$ cat src/rtl/shift_pkg.sv
// Shared types and constants for the multi-cycle shift sequencer.
package shift_pkg;

  localparam int unsigned N       = 32;
  localparam int unsigned SHAMT_W = 5;
  localparam int unsigned STAGE_W = 3;

  typedef enum logic [1:0] {
    SHIFT_SLL = 2'b00,
    SHIFT_SRL = 2'b01,
    SHIFT_SRA = 2'b11
  } shift_op_t;

  typedef enum logic [1:0] {
    S_IDLE,
    S_BUSY,
    S_DONE
  } seq_state_t;

endpackage

$ cat src/rtl/shift_stage.sv
// One logarithmic shifter stage: shifts by 2**stage when enabled.
module shift_stage
  import shift_pkg::*;
(
  input  logic [N-1:0]       in,
  input  logic [STAGE_W-1:0] stage,
  input  logic               enable,
  input  shift_op_t          op,
  output logic [N-1:0]       out
);

  logic [SHAMT_W-1:0] amt;

  // Select the stage distance and apply the requested shift kind.
  always_comb begin
    amt = SHAMT_W'(1) << stage;
    out = in;
    if (enable) begin
      case (op)
        SHIFT_SRL: out = in >> amt;
        SHIFT_SRA: out = $unsigned($signed(in) >>> amt);
        default:   out = in << amt;
      endcase
    end
  end

endmodule

$ cat src/rtl/shift_sequencer.sv
// Multi-cycle shifter: accept, five conditional shift stages (16..1), hold result.
module shift_sequencer
  import shift_pkg::*;
(
  input  logic         clk,
  input  logic         rst,
  input  logic         in_valid,
  output logic         in_ready,
  input  logic [N-1:0] in_data,
  input  logic [N-1:0] shamt,
  input  logic [1:0]   op,
  output logic         out_valid,
  input  logic         out_ready,
  output logic [N-1:0] out_data,
  output logic         busy
);

  seq_state_t         state_q;
  logic [STAGE_W-1:0] stage_idx_q;
  logic [N-1:0]       acc_q;
  logic [SHAMT_W-1:0] sh_q;
  shift_op_t          op_q;
  logic               out_valid_q;
  logic               busy_q;
  logic [N-1:0]       acc_d;
  logic               unused_shamt_hi;

  // Upper shift-amount bits carry no meaning for a 32-bit datapath.
  assign unused_shamt_hi = ^shamt[N-1:SHAMT_W];

  // Single shared stage, steered by the current stage index.
  shift_stage u_stage (
    .in     (acc_q),
    .stage  (stage_idx_q),
    .enable (sh_q[stage_idx_q]),
    .op     (op_q),
    .out    (acc_d)
  );

  // Requests are taken only in IDLE and never while reset is asserted.
  assign in_ready  = (state_q == S_IDLE) && !rst;
  assign out_valid = out_valid_q;
  assign out_data  = acc_q;
  assign busy      = busy_q;

  // Sequencer FSM, stage counter, accumulator and handshake flags.
  always_ff @(posedge clk) begin
    if (rst) begin
      state_q     <= S_IDLE;
      stage_idx_q <= STAGE_W'(4);
      acc_q       <= '0;
      sh_q        <= '0;
      op_q        <= SHIFT_SLL;
      out_valid_q <= 1'b0;
      busy_q      <= 1'b0;
    end else begin
      case (state_q)
        S_IDLE: begin
          if (in_valid) begin
            acc_q       <= in_data;
            sh_q        <= shamt[SHAMT_W-1:0];
            // The reserved encoding 2'b10 is folded onto a left shift here.
            op_q        <= (op == 2'b10) ? SHIFT_SLL : shift_op_t'(op);
            stage_idx_q <= STAGE_W'(4);
            state_q     <= S_BUSY;
            busy_q      <= 1'b1;
          end
        end
        S_BUSY: begin
          acc_q <= acc_d;
          if (stage_idx_q == '0) begin
            stage_idx_q <= STAGE_W'(4);
            state_q     <= S_DONE;
            out_valid_q <= 1'b1;
          end else begin
            stage_idx_q <= stage_idx_q - STAGE_W'(1);
          end
        end
        S_DONE: begin
          if (out_ready) begin
            state_q     <= S_IDLE;
            out_valid_q <= 1'b0;
            busy_q      <= 1'b0;
          end
        end
        default: begin
          state_q     <= S_IDLE;
          out_valid_q <= 1'b0;
          busy_q      <= 1'b0;
        end
      endcase
    end
  end

endmodule

$ cat config.mk
export PLATFORM = sky130hd
export DESIGN_NAME = shift_sequencer
export DESIGN_NICKNAME = d
export VERILOG_FILES = /design/src/rtl/shift_pkg.sv /design/src/rtl/shift_stage.sv /design/src/rtl/shift_sequencer.sv
export SDC_FILE = /design/constraint.sdc
export NUM_CORES = 1
export LEC_CHECK = 0
export BUFFER_PORTS_ARGS = -buffer_cell sky130_fd_sc_hd__buf_2
export CORE_MARGIN = 4
export CORE_UTILIZATION = 45
export CTS_CLUSTER_SIZE = 12
export DETAILED_ROUTE_END_ITERATION = 10
export HOLD_SLACK_MARGIN = 0.15
export PLACE_DENSITY = 0.76
export SLEW_MARGIN = 10
export SYNTH_ARGS = -nofsm -noshare
export SYNTH_HDL_FRONTEND = slang
export SYNTH_HIERARCHICAL = 1
export SYNTH_SLANG_ARGS = --single-unit
export TNS_END_PERCENT = 30
$ cat constraint.sdc
create_clock -name clk -period 2.5 [get_ports clk]
set_input_delay 0.5 -clock clk [delete_from_list [all_inputs] [get_ports clk]]
set_output_delay 0.5 -clock clk [all_outputs]
set_load 0.02 [all_outputs]
======== Word-level counts from Yosys, hierarchy flattened ========
Cells that the tools add are included.
word-level totals
  flip-flop bits (word level) ............. 46
  input bits .............................. 70
  output and inout port bits .............. 35
  logic and storage cells ................. 54
operators by class
  add/subtract/negate cells ............... 1
  $lt $le $gt $ge ......................... 1
  equality and inequality tests ........... 9
  shift operators ......................... 4
  mux-type cells .......................... 19
  bitwise operators ....................... 2
  reductions and logical operators ........ 11
operators with widths
  operator             number
  $pmux 32 s2          2
  $mux 32              2
  $shl 32x5->32        1
  $shr 32x5->32        1
  $sshr 32x5->32       1
  $reduce_and 3->1     4
  $mux 2               4
  $eq 2x2->1 const B   3
  $mux 3               2
  $ne 2x2->1 const B   3
  $pmux 1 s3           2
  $pmux 2 s3           1
  $pmux 3 s2           1
  $shl 1x3->5 const A  1
  $eq 2x1->1 const B   2
  $lt 3x4->1 const B   1
  $mux 1               4
  $reduce_and 2->1     2
  $bmux 1 s3           1
  $logic_not 3->1      1
  $sub 3x1->3 const B  1
  $logic_not 2->1      1
  $ne 2x1->1 const B   1
  $not 1->1            2
  other kinds (3)      3

======== Logic depth before layout (Yosys ltp) ========
  depth after elaboration ................. 5
  mapped depth ............................ 10
  depth with buffers taken out ............ 9

======== Hierarchy ========
The synthesis kept the hierarchy.
modules (own cells, without submodules)
  module           instances  cells each  area each (um^2)
  shift_stage      1          522         3294.4
  shift_sequencer  1          256         2208.4

======== Worst setup path after synthesis ========
Ideal clock, no wire load.
  path kind ............................... register to register
  start ................................... register stage_idx_q[0]
  end ..................................... register acc_q[13] (netlist: out_data[13])
  library setup time ...................... 0.081 ns
  arrival time ............................ 2.132 ns
  required time ........................... 2.419 ns
  slack ................................... 0.287 ns
  stages on the path, launching flop included .. 10
  period minus slack after synthesis ...... 2.213 ns
  cells stage by stage .................... dfxtp_1 mux4_2 nand2_1 nand2_1 clkbuf_1 clkbuf_1 clkbuf_1 a211oi_1 nand2_1 a211oi_2
between the ends
  longest elaborated chain between the ends .. 5
  elaborated cells between the ends (all ways) .. 11
ends and longest elaborated chain
  element                                line                   text
  from (decl)                            shift_sequencer.sv:19  logic [STAGE_W-1:0] stage_idx_q;
  from (signal assigned)                 shift_sequencer.sv:76  stage_idx_q <= stage_idx_q - STAGE_W'(1);
  $shl 1x3->5 *                          shift_stage.sv:16      amt = SHAMT_W'(1) << stage;
  $shl 32x5->32 (tied with other cells)  shift_stage.sv:22      default: out = in << amt;
  $pmux 32 s2 *                          shift_stage.sv:19      case (op)
  $mux 32 *                              shift_stage.sv:18      if (enable) begin
  net acc_d[13]                          shift_sequencer.sv:25  logic [N-1:0] acc_d;
  $pmux 32 s2 *                          shift_sequencer.sv:57  case (state_q)
  to (signal assigned)                   shift_sequencer.sv:60  acc_q <= in_data;
  to (decl)                              shift_sequencer.sv:20  logic [N-1:0] acc_q;
The timed path passes the listed nets; every way through them passes the cells marked *. The select of a mux whose other input is x is not followed.
A chain may end at the register's enable or synchronous reset.

======== Worst setup path after layout ========
  start ................................... register stage_idx_q[2]
  end ..................................... register acc_q[13] (netlist: out_data[13])
The elaborated chain is that of the path after synthesis.

==> summary.md <==
| Metric | Value |
|---|---|
| Run status | `complete, no violations` |
| Average cell area after synthesis | `7.07 um^2` |
| Cells taking the most area after synthesis | `dfxtp_1 (17%), nand2_1 (8.1%), a21oi_1 (7.8%)` |
| Width of the die | `119 um` |
| Largest buffer count on any clock path | `2` |
| Area added between synthesis and finish | `15.9%` |
| Final Max Tran Viols | `0` |
| Library cell with the largest summed area after synthesis | `dfxtp_1` |
| Worst VDD drop | `0.000335 V` |
| Wirelength per Cell | `23.1 um` |
| Netlist area before placement | `5500 um^2` |
| Largest net degree at the start of global routing | `47` |
| Leading register cell type out of synthesis | `dfxtp_1` |
| Least-Margin Pin Slew | `0.676 ns` |
| Worst reg2reg path startpoint | `stage_idx_q[2]` |
| Number of antenna violations at the first check in global routing | `0` |
| First-pass GRT wire length | `36.1 mm` |
| Number of filler cells placed in the layout | `1232` |
| H-Tree Level Count | `2` |
| Critical Path Source Type | `flip-flop` |
| Total DRC errors in the routed layout | `0` |
| Part of the cycle the worst path needs | `0.948` |
| Setup WS pre-CTS | `0.229 ns` |
| Req. time, crit path | `2.72 ns` |
| Sink count of the clock tree | `46` |
| FF+latch count, synth | `46` |
| Layout Skew | `0.00261 ns` |
| Starting density of the core | `0.458` |
| Port-buffer cells | `77` |
| Count of antenna diodes in the layout | `0` |
| Endpoint of the most critical register-to-register path | `out_data[13]` |
| Achievable frequency | `422 MHz` |
| Max_cap viols | `0` |
| Crit path cell chain | `nor3b_4 -> buf_4 -> nor2_1 -> a21oi_1 -> a21oi_1 -> a211oi_1 -> nand2_1 -> a211oi_2` |
| Antenna violation net count after detailed routing | `0` |
| Final setup vio count | `0` |
| Number of ports placed on the die boundary | `105` |
| Distinct cell type count of the synthesized netlist | `78` |
| Via count of the first global-routing pass | `6335` |
| Total wire length after detailed routing | `23.0 mm` |
| TritonCTS clock tree | `done` |
| Power density over the cells | `568 nW/um^2` |
| Vias after detailed routing | `6892` |
| Share of the core filled with cells | `0.531` |
| Clock root cell | `clkbuf_16` |
| Crit path arrival time | `2.59 ns` |
| Synthesized instance count | `778` |
| DP Area | `6230 um^2` |
| Share of synthesized registers carrying an async set or reset | `0` |
| Starting DRC count in detailed routing | `999` |
| CTS Hold Buffers Added | `0` |
| Slowest stage delay, CP | `0.58 ns` |
| Number of hold-slack violations in the final timing report | `0` |
| Top fanout value on the critical path | `18` |
| Number of iterations in the first detailed-routing pass | `6` |
| Number of setup buffers added after CTS | `0` |
| Vertical die dimension | `119 um` |
| Launching element of the worst setup path | `stage_idx_q[2]` |
| Type of the worst min-delay path | `input pin to flip-flop` |
| Top cell by count, worst path | `a21oi_1` |
| Final Net Count | `921` |
| Clock Latency Late Sink | `0.30 ns` |
| Setup slack of the critical path after layout | `0.129 ns` |
| Final standard cell count with taps included and fillers excluded | `998` |
| Number of rows in the core area | `40` |
| Total Die Area | `14100 um^2` |
| Leakage power summed over all cells | `2.43 nW` |
| Flop2flop setup slack | `0.13 ns` |
| Endpoint kind of the worst setup timing path | `flip-flop` |
| Endpoint of the worst setup timing path | `out_data[13]` |
| Critical setup path kind | `flip-flop to flip-flop` |
| Area share of the largest cell type after synthesis | `0.167` |
| Total routing resource utilization after global routing | `0.318` |
| RSZ-0062 raised after global routing | `false` |
| Final design area excluding fillers | `6380 um^2` |
| Syn. warnings | `6` |
| Number of nets produced by synthesis | `849` |
| Vias/cell | `6.91` |
| Worst-path cell with the longest stage delay | `dfxtp_2` |
| Number of cell instances on the worst register-to-register path | `8` |
| Proportion of layout cells with a drive suffix above 1 | `0.261` |
| Global placer's final weighted congestion | `1.05` |
| Post-DP HPWL | `16.5 mm` |
| Remaining max-slew budget at the tightest pin | `0.549` |
| Number of flops mapped to enable cells by yosys | `0` |
| Clock-pin transition on the worst setup and hold timing paths | `0.07 ns` |
| CORE AREA | `12000 um^2` |
| Min Tclk post-route | `2.37 ns` |
| Overflow after GRT | `0` |
| Inserted Clock Buffers | `5` |
| Placed Instances | `990` |
| Total negative slack | `0 ns` |
| Number of instances resized during post-cts repair | `0` |
| Proportion of synthesized chip area in sequential cells | `0.167` |
## layer usage
| layer | up-vias | routed length, um | GRT usage |
|---|---|---|---|
| met1 | 3179 | 9240 | 0.447 |
| li1 | 3037 | - | - |
| met4 | 0 | 1120 | 0.138 |
| met3 | 118 | 3130 | 0.0785 |
| met2 | 558 | 9550 | 0.457 |
| met5 | - | 0 | 0 |
## layout by cell type, fill, tap and decap left out, types with 11 or more instances in the layout
cell	instances
a211oi_2	26
mux4_2	12
nor2b_1	11
o221ai_1	11
buf_4	72
nand2_1	118
nand2b_1	16
o21ai_0	35
inv_1	13
a211oi_1	16
nand3_1	27
a21oi_1	86
dfxtp_1	43
mux2i_1	15
nor2_1	81
buf_2	77
a31oi_1	21
## kinds of logic (layout without fill, tap and decap cells)
kind of cell / Yosys count / in the layout / share of synthesized area
AO/OA/AOI/OAI: 302 / 302 / 0.395
adder cells (fa/ha/maj): 1 / 1 / 0.00227
buffers and inverters: 106 / 179 / 0.106
flip-flops: 46 / 46 / 0.167
multiplexers: 30 / 30 / 0.0825
AND/OR/NAND/NOR: 293 / 293 / 0.246
## metrics by stage
step	hold slack, ns	power [mW]
2_1_floorplan	0.433	2.20
4_1_cts	0.432	3.55
3_5_place_dp	0.447	2.85
6_report	0.435	3.62
3_3_place_gp	0.445	2.84
5_1_grt	0.436	3.79
## worst min-delay path by stage
stage / from / to / slack (ns) / depth (start not counted)
2_1_floorplan: sh_q[2] / sh_q[2] / 0.43 / 2
3_3_place_gp: sh_q[0] / sh_q[0] / 0.45 / 2
3_5_place_dp: sh_q[0] / sh_q[0] / 0.45 / 2
4_1_cts: shamt[0] / sh_q[0] / 0.43 / 3
5_1_grt: shamt[3] / sh_q[3] / 0.44 / 3
6_report: shamt[0] / sh_q[0] / 0.43 / 3
## registers in the layout, indices dropped and copies added, names as in the netlist
register     count
busy             1
op_q             2
out_data        32
out_valid        1
sh_q             5
stage_idx_q      3
state_q          2
## synthesized netlist by cell type (4+ instances only)
| library cell | count |
|---|---|
| dfxtp_1 | 46 |
| o22ai_1 | 9 |
| a211oi_1 | 16 |
| a22oi_1 | 5 |
| a211oi_2 | 26 |
| and2_1 | 6 |
| a22o_1 | 4 |
| o21ai_0 | 35 |
| o21a_1 | 4 |
| buf_2 | 32 |
| mux2i_1 | 15 |
| a21o_1 | 5 |
| nor2_1 | 81 |
| nor3_1 | 8 |
| nand2b_1 | 16 |
| a221oi_1 | 9 |
| o22a_1 | 7 |
| and3_1 | 6 |
| o221ai_1 | 11 |
| a41oi_1 | 6 |
| o211ai_1 | 8 |
| a21oi_1 | 86 |
| o31ai_1 | 5 |
| a31oi_1 | 21 |
| clkbuf_1 | 33 |
| mux4_2 | 12 |
| buf_4 | 12 |
| nand3_1 | 27 |
| buf_6 | 10 |
| nand2_1 | 119 |
| inv_1 | 13 |
| a311oi_1 | 9 |
| nor2b_1 | 11 |
## area by class of cell
| cell class | count | area [um^2] | share of cell area |
|---|---|---|---|
| clock buffer | 5 | 125 | 0.0196 |
| tap | 147 | 184 | 0.0288 |
| timing repair buffer | 156 | 1070 | 0.167 |
| sequential | 46 | 927 | 0.145 |
| inverter | 15 | 56.3 | 0.00883 |
| multi-input combinational | 626 | 4000 | 0.627 |
| clock inverter | 3 | 22.5 | 0.00353 |
## critical path, delay by kind of cell, from the launching register on
family	cells	cell delay [ns]
AND/OR/NAND/NOR	3	0.66
AO/OA/AOI/OAI	4	0.81
buffers and inverters	1	0.24
flip-flops	1	0.58
## where the power goes
part	internal, mW	switching [mW]
clock	0.377	0.328
sequential	0.811	0.184
combinational	0.766	1.16
total	1.95	1.67
Note: power is estimated with default switching activity, not from simulation.
